**src/rtl/regfile_bypass.sv**
```systemverilog
// regfile_bypass: 2R1W register file with post-reset hardware clear, optional zero register and write-to-read bypass
module regfile_bypass #(
    parameter int XLEN     = 32,
    parameter int ADDR_W   = 5,
    parameter int ZERO_REG = 1,
    parameter int BYPASS   = 1
) (
    input  logic              clk,
    input  logic              rst,
    input  logic [ADDR_W-1:0] rs1i,
    input  logic [ADDR_W-1:0] rs2i,
    input  logic [ADDR_W-1:0] rdi,
    input  logic [XLEN-1:0]   write_data,
    input  logic              reg_write,
    output logic [XLEN-1:0]   read_data1,
    output logic [XLEN-1:0]   read_data2,
    output logic              busy
);
    localparam int NREGS = 2 ** ADDR_W;
    typedef enum logic {CLEAR, RUN} state_t;
    state_t state, state_nxt;
    logic [ADDR_W-1:0] clear_idx;
    logic [XLEN-1:0] regs [NREGS];
    logic [XLEN-1:0] rd1_nxt, rd2_nxt;
    logic wr_en;
    function automatic logic [XLEN-1:0] rd_sel(input logic [ADDR_W-1:0] rs);
        return (ZERO_REG != 0 && rs == '0) ? '0 :
               (BYPASS != 0 && reg_write && rdi == rs) ? write_data : regs[rs];
    endfunction
    assign busy = state == CLEAR;
    assign wr_en = !busy && reg_write && !(ZERO_REG != 0 && rdi == '0);
    always_comb begin
        state_nxt = (state == CLEAR && &clear_idx) ? RUN : state;
        rd1_nxt = busy ? '0 : rd_sel(rs1i);
        rd2_nxt = busy ? '0 : rd_sel(rs2i);
    end
    always_ff @(posedge clk or posedge rst) begin
        if (rst) begin
            state      <= CLEAR;
            clear_idx  <= '0;
            read_data1 <= '0;
            read_data2 <= '0;
        end else begin
            state      <= state_nxt;
            clear_idx  <= (busy && !(&clear_idx)) ? clear_idx + 1'b1 : clear_idx;
            read_data1 <= rd1_nxt;
            read_data2 <= rd2_nxt;
        end
    end
    // Array has no reset; rst held over an edge still suppresses any write.
    always_ff @(posedge clk) begin
        if (!rst) begin
            if (busy) regs[clear_idx] <= '0;
            else if (wr_en) regs[rdi] <= write_data;
        end
    end
endmodule

```
**config.mk**
```make
export PLATFORM = sky130hd
export DESIGN_NAME = regfile_bypass
export DESIGN_NICKNAME = d
export VERILOG_FILES = /design/src/rtl/regfile_bypass.sv
export SDC_FILE = /design/constraint.sdc
export NUM_CORES = 1
export LEC_CHECK = 0
export ABC_CLOCK_PERIOD_IN_PS = 3500
export CELL_PAD_IN_SITES_DETAIL_PLACEMENT = 1
export CELL_PAD_IN_SITES_GLOBAL_PLACEMENT = 2
export CORE_MARGIN = 4
export CORE_UTILIZATION = 30
export DETAILED_ROUTE_END_ITERATION = 6
export HOLD_SLACK_MARGIN = 0.12
export PLACE_DENSITY_LB_ADDON = 0.15
export SLEW_MARGIN = 20
export SYNTH_ARGS = -nofsm -noshare
export SYNTH_HDL_FRONTEND = slang
export SYNTH_SLANG_ARGS = --single-unit
```
**constraint.sdc**
```tcl
create_clock -name clk -period 3.5 [get_ports clk]
set_input_delay 0.7 -clock clk [delete_from_list [all_inputs] [get_ports clk]]
set_output_delay 0.7 -clock clk [all_outputs]
set_load 0.02 [all_outputs]
```
==> impl_metrics.ini, run 1 <==
[clock_network]
clk_latency_ns = 0.77
clk_pin_slew_ns = 0.05
clockRootBuffer = clkbuf_16
cts_hold_buf = 0
postCtsSetupRepairBufs = 0
h-tree-depth = 4
cts_sinks = 1094
clock_path_buffers = 3
cts_made_buffers = 135
cts_tree = built
cts_resized = 0

[synthesis]
ys_types = 54
avgSynthCellArea_um2 = 17.36
postSynth.asyncResetShare_pct = 6.399
ys_ff_latch = 1094
yosysSeqAreaShare_pct = 63.78
synthFlopType = edfxtp_1
yosysWarnings = 0
syn-instance-count = 2936
synth_area_um2 = 50960
synth_edf_count = 1024
syn_nets = 2988

[floorplanning]
start_util_pct = 30.34
ios = 115
die_area_um2 = 176500
die_y_um = 420.2
fp-row-count = 150
core_area_um2 = 168000
chipWidth_um = 420.2

[final_layout]
layout-area-overhead-vs-synth_pct = 22.10
nets = 3304
multi_input_area_um2 = 17420
fin_area_um2 = 62220
seqCellArea_um2 = 32500
fillers = 16520
drive_gt1_share_pct = 27.89

[power_and_ir_drop]
p_comb_share_pct = 8.8
cellLeakagePower_nw = 22.46
p_per_area_nw_per_um2 = 496.4
power.switching_w = 0.007370
p_clk_share_pct = 44.4
vdd_drop_max_mv = 0.4929
p_seq_share_pct = 46.8
power.total_w = 0.03089
netSwitchingFraction_pct = 23.86
internal-power_w = 0.02352

[setup_path]
r2r_slack_ns = 0.97
cp.arrival_ns = 2.17
crit_buf_inv = 2
path_class = reg2out
crit_fanout = 5
crit_path_end_kind = output port
crit_chain = inv_1 > clkdlybuf4s50_1
max_stage_delay_ns = 0.68
critPathRequiredTime_ns = 2.80
slowest_stage = clkdlybuf4s50_1
start_kind = flip-flop
crit_family = buffers and inverters

[sta]
hold_viol = 0
setup_tns_ns = 0
finalCriticalPeriod_ns = 2.872
setup_viol = 0
finalClockSkew_ns = 0.02567
setup_slack_ns = 0.6281
rsz0062_at_grt = no
fin_crit_sh_pct = 82.05
max_freq_ghz = 0.3482
relSlewSlack_pct = 29.46
slew_violations = 0
worst_pin_slew_ns = 1.056

[drt]
drtIter0Drc = 2817
vias = 31940
drc = 0
avgRoutedWirePerCell_um = 37.11
routed_wl_um = 206500
drt-pass1-iter-count = 5
via_per_inst = 5.739
detail-route-antenna-nets = 0

[placed_design]
dpl_cell_area_um2 = 57900
pre_cts_ws_ns = 0.2033
dp_hpwl_um = 133800
place_congestion = 0.8127
portBuffers = 114

[job]
cap_violations = 0

[outcome]
status = completed

[global_route]
track_usage_pct = 23.25
grt_first_pass_wirelength_um = 284700
grt_remaining_overflow = 0
grt_max_degree = 66
antenna_found_initial = 14
grt_pass1_vias = 34270

[min_path]
hold_class = reg2reg
==> cells in the final DEF (no fill, tap or decap), types with 55 or more instances in the layout <==
cell type and n:
clkbuf_16 142, a31oi_1 81, buf_4 176, mux4_2 320, a22oi_1 60, o22ai_1 82
nand2_1 55, edfxtp_1 1024, clkdlybuf4s50_1 104, buf_12 137, o21ai_0 133, mux2i_1 409
dfrtp_1 70, o221ai_1 78
==> through the flow <==
step / hold WS (ns) / util [%] / std cells
after global routing: 0.6016 / 37.04 / 5560
after floorplan: 0.5014 / - / 2936
final: 0.5824 / 37.04 / 5565
after CTS: 0.5661 / 37.04 / 5560
after detailed placement: 0.5642 / 34.47 / 5319
after global placement: 0.5512 / 34.47 / 5319
==> worst register-to-register path: cells and delay by family (launching register included) <==
family | cells | cell delay (ns)
AND/OR/NAND/NOR | 4 | 1.09
flip-flops | 1 | 0.44
AO/OA/AOI/OAI | 1 | 0.40
buffers and inverters | 1 | 0.26
==> power by group through the flow <==
stage          clock network (W)  logic, W  registers (W)
6_report                  0.0137   0.00272         0.0145
5_1_grt                   0.0146   0.00284         0.0145
4_1_cts                   0.0140   0.00275         0.0145
3_5_place_dp                   0   0.00275         0.0147
3_3_place_gp                   0   0.00272         0.0147
2_1_floorplan                  0   0.00128         0.0148
==> logic make-up (layout without fill, tap and decap cells) <==
family	after synthesis	count (layout)	synth area share (%)
DFF	1094	1094	63.78
muxes	776	776	23.21
AOI/OAI and AO/OA	539	539	7.287
and+or+nand+nor	260	260	2.679
buffers and inverters	252	672	2.772
xor gates and xnor gates	13	13	0.2234
adders and majority gates	2	2	0.04910
other	0	5	0
==> cells in the mapped netlist, types with 6 or more instances <==
cell type  instances  share of area (%)
a211o_1           12               0.21
a21oi_1            9              0.088
a22o_1            22               0.38
a22oi_1           60               0.88
a31oi_1           81               0.99
a41oi_1           35               0.60
and2_1            44               0.54
buf_1             10              0.074
buf_2             37               0.36
buf_4             37               0.55
buf_6             33               0.73
clkbuf_1         125               0.92
dfrtp_1           70                3.4
edfxtp_1        1024                 60
inv_1              7              0.052
mux2_2            47                1.0
mux2i_1          409                8.0
mux4_2           320                 14
nand2_1           56               0.41
nand2b_1           9               0.11
nand3_1           15               0.15
nor2_1            46               0.34
nor2b_1           55               0.68
nor3_1             7              0.069
nor3b_1            6              0.088
o21ai_0          133                1.3
o221ai_1          78                1.3
o22ai_1           82                1.0
xor2_1             9               0.15
==> area by class of cell <==
class / count / area share, %
Multi-Input combinational cell: 1590 / 28.00
Sequential cell: 1094 / 52.23
Clock buffer: 178 / 6.057
Inverter: 7 / 0.04826
Timing Repair Buffer: 424 / 8.331
Clock inverter: 63 / 0.8767
Tap cell: 2204 / 4.432
Antenna cell: 5 / 0.02011
==> routing by layer <==
layer  up-vias  wire [um]  part of all wire (%)  global-route usage, %
met4         2       5868                   2.8                  6.752
li1      12950          -                     -                      -
met2      1069     101500                    49                  39.30
met3       272      11240                   5.4                  3.711
met5         -         18                0.0087                      0
met1     17650      87860                    43                  30.95
==> path summary, 6_finish.rpt <==
kind | start | endpoint | depth (start not counted)
setup / recovery | state | busy | 2
hold / removal | clear_idx[0] | clear_idx[0] | 1
setup reg to reg | clear_idx[0] | regs[8][21] | 6
hold reg to reg | clear_idx[0] | clear_idx[0] | 1
max in group asynchronous | rst | read_data1[19] | 4
min in group asynchronous | rst | read_data2[9] | 3
==> sequential cells by signal (all words and copies together), names as in the netlist <==
| signal | cells |
|---|---|
| read_data2 | 32 |
| state | 1 |
| regs | 1024 |
| read_data1 | 32 |
| clear_idx | 5 |
Note: power is estimated with default switching activity, not from simulation.
==> run 2, diff against run 1 <==
- ABC_CLOCK_PERIOD_IN_PS: 3500 -> 2500
- clock period: 3.5 -> 2.5 ns (I/O delays scaled with it)
==> run 2 against run 1 <==
The run now ends with design-rule violations left. Cell area rose by 4.6%. Critical endpoint is now regs[12][24]. Sequential power rose by 39%. Count of clock-buffer cells in the layout fell by 20. Die area did not move. Via count rose by 1.9%. Core utilization rose by 1.7 points. Largest power group unchanged. Largest cell class unchanged. Combinational power rose by 57%. Non-clock buffer count rose by 277. Sequential cell count did not move. First-iteration DRC count fell by 8.8%.
==> impl_metrics.ini, run 2 (synthesis results as in run 1) <==
[setup_path]
cp.arrival_ns = 2.82
start_kind = flip-flop
path_class = reg2reg
ff2ff_path_depth = 7
crit_fanout = 18
critPathRequiredTime_ns = 2.94
crit_path_end_kind = flip-flop

[min_path]
hold_class = in2async

[clock_network]
clk_pin_slew_ns = 0.06
clock_path_buffers = 3
cts_tree = built
clk_latency_ns = 0.78
cts_sinks = 1094
cts_resized = 1
clockRootBuffer = clkbuf_16
cts_made_buffers = 130
h-tree-depth = 4
cts_hold_buf = 0
postCtsSetupRepairBufs = 0

[sta]
rsz0062_at_grt = no
hold_viol = 0
relSlewSlack_pct = 57.43
fin_crit_sh_pct = 95.21
setup_viol = 0
slew_violations = 0
finalClockSkew_ns = 0.02865
worst_pin_slew_ns = 0.6386
max_freq_ghz = 0.4201
setup_slack_ns = 0.1199
finalCriticalPeriod_ns = 2.380

[floorplanning]
ios = 115
core_area_um2 = 168000
chipWidth_um = 420.2
fp-row-count = 150
start_util_pct = 30.34
die_area_um2 = 176500
die_y_um = 420.2

[placed_design]
pre_cts_ws_ns = -0.7430
dp_hpwl_um = 141300
portBuffers = 114
place_congestion = 0.8305

[final_layout]
final_cell_mix = edfxtp_1 (1024), mux2i_1 (409), buf_4 (395), mux4_2 (320), buf_12 (195)
layout-area-overhead-vs-synth_pct = 27.71
drive_gt1_share_pct = 33.45
top_regs = regs x1024, read_data1 x32, read_data2 x32
fillers = 16440
final_common_cell = edfxtp_1
utilization_pct = 38.75
nets = 3576
largest_register_ffs = 1024
largest_register = regs

[drt]
drc = 1
vias = 32550
drtIter0Drc = 2569
avgRoutedWirePerCell_um = 34.65
detail-route-antenna-nets = 0
via_per_inst = 5.582
routed_wl_um = 202100
drt-pass1-iter-count = 7

[global_route]
track_usage_pct = 22.73
grt_pass1_vias = 35500
grt_max_degree = 39
grt_remaining_overflow = 0
grt_first_pass_wirelength_um = 281000
antenna_found_initial = 8

[job]
cap_violations = 0

[outcome]
violations = design-rule violations
status = complete, but fails checks

[power_and_ir_drop]
p_per_area_nw_per_um2 = 676.1
cellLeakagePower_nw = 24.02
vdd_drop_max_mv = 0.7138
run 2: per-stage QoR:
stage | total power [W] | setup TNS [ns] | instance area [um2] | cells | hold slack [ns]
final | 0.04400 | 0 | 65080 | 5831 | 0.2946
after global routing | 0.04547 | 0 | 65080 | 5830 | 0.2701
after CTS | 0.04452 | 0 | 65080 | 5830 | 0.2422
after detailed placement | 0.02490 | -630.74 | 60700 | 5596 | 0.5881
after global placement | 0.02486 | -681.93 | 60700 | 5596 | 0.5681
after floorplan | 0.02251 | -553.62 | 51120 | 2936 | 0.5170
run 2: final cells by class:
type	count	area (um2)	share of cell area, %
antenna	1	2.502	0.003845
clock inverter	76	874.6	1.344
multi-input combinational	1590	17430	26.77
sequential	1094	32500	49.94
timing repair buffer	701	7985	12.27
tap	2204	2758	4.237
clock buffer	158	3506	5.387
inverter	7	30.03	0.04614
run 2: power breakdown:
part           total (W)  leakage [nW]  switching (W)  internal (W)
Clock             0.0195          2.12        0.00784        0.0117
Sequential        0.0202          11.8      0.0000733        0.0201
Combinational    0.00427          10.1        0.00244       0.00184
run 2: final timing paths:
path / startpoint / to / slack [ns]
worst min register to register: clear_idx[0] / clear_idx[0] / 0.60
min in group clk: write_data[15] / read_data2[15] / 0.42
worst max-delay path: state / regs[12][24] / 0.12
max in group asynchronous: rst / read_data2[26] / 0.99
worst max register to register: state / regs[12][24] / 0.12
worst min-delay path: rst / clear_idx[1] / 0.29
run 2: routing by layer:
metal | vias up | wire length [um] | track usage, %
met2 | 993 | 101600 | 39.48
met3 | 287 | 9393 | 2.967
li1 | 13500 | - | -
met5 | - | 23 | 0
met4 | 4 | 6430 | 7.289
met1 | 17760 | 84580 | 29.50
run 2: worst max-delay path, cell delays in order (launching register included):
cell,delay (ns)
dfrtp_1,0.42
or3_1,0.42
nand2_1,0.11
nand3_1,0.08
o22a_1,0.33
buf_4,0.20
nor2_4,0.20
buf_12,0.26
==> run 3, diff against run 2 <==
- CAP_MARGIN: default -> 10
- CTS_CLUSTER_SIZE: default -> 24
==> results of run 3 <==
No change in the layout: final DEF, timing and power equal those of run 2.
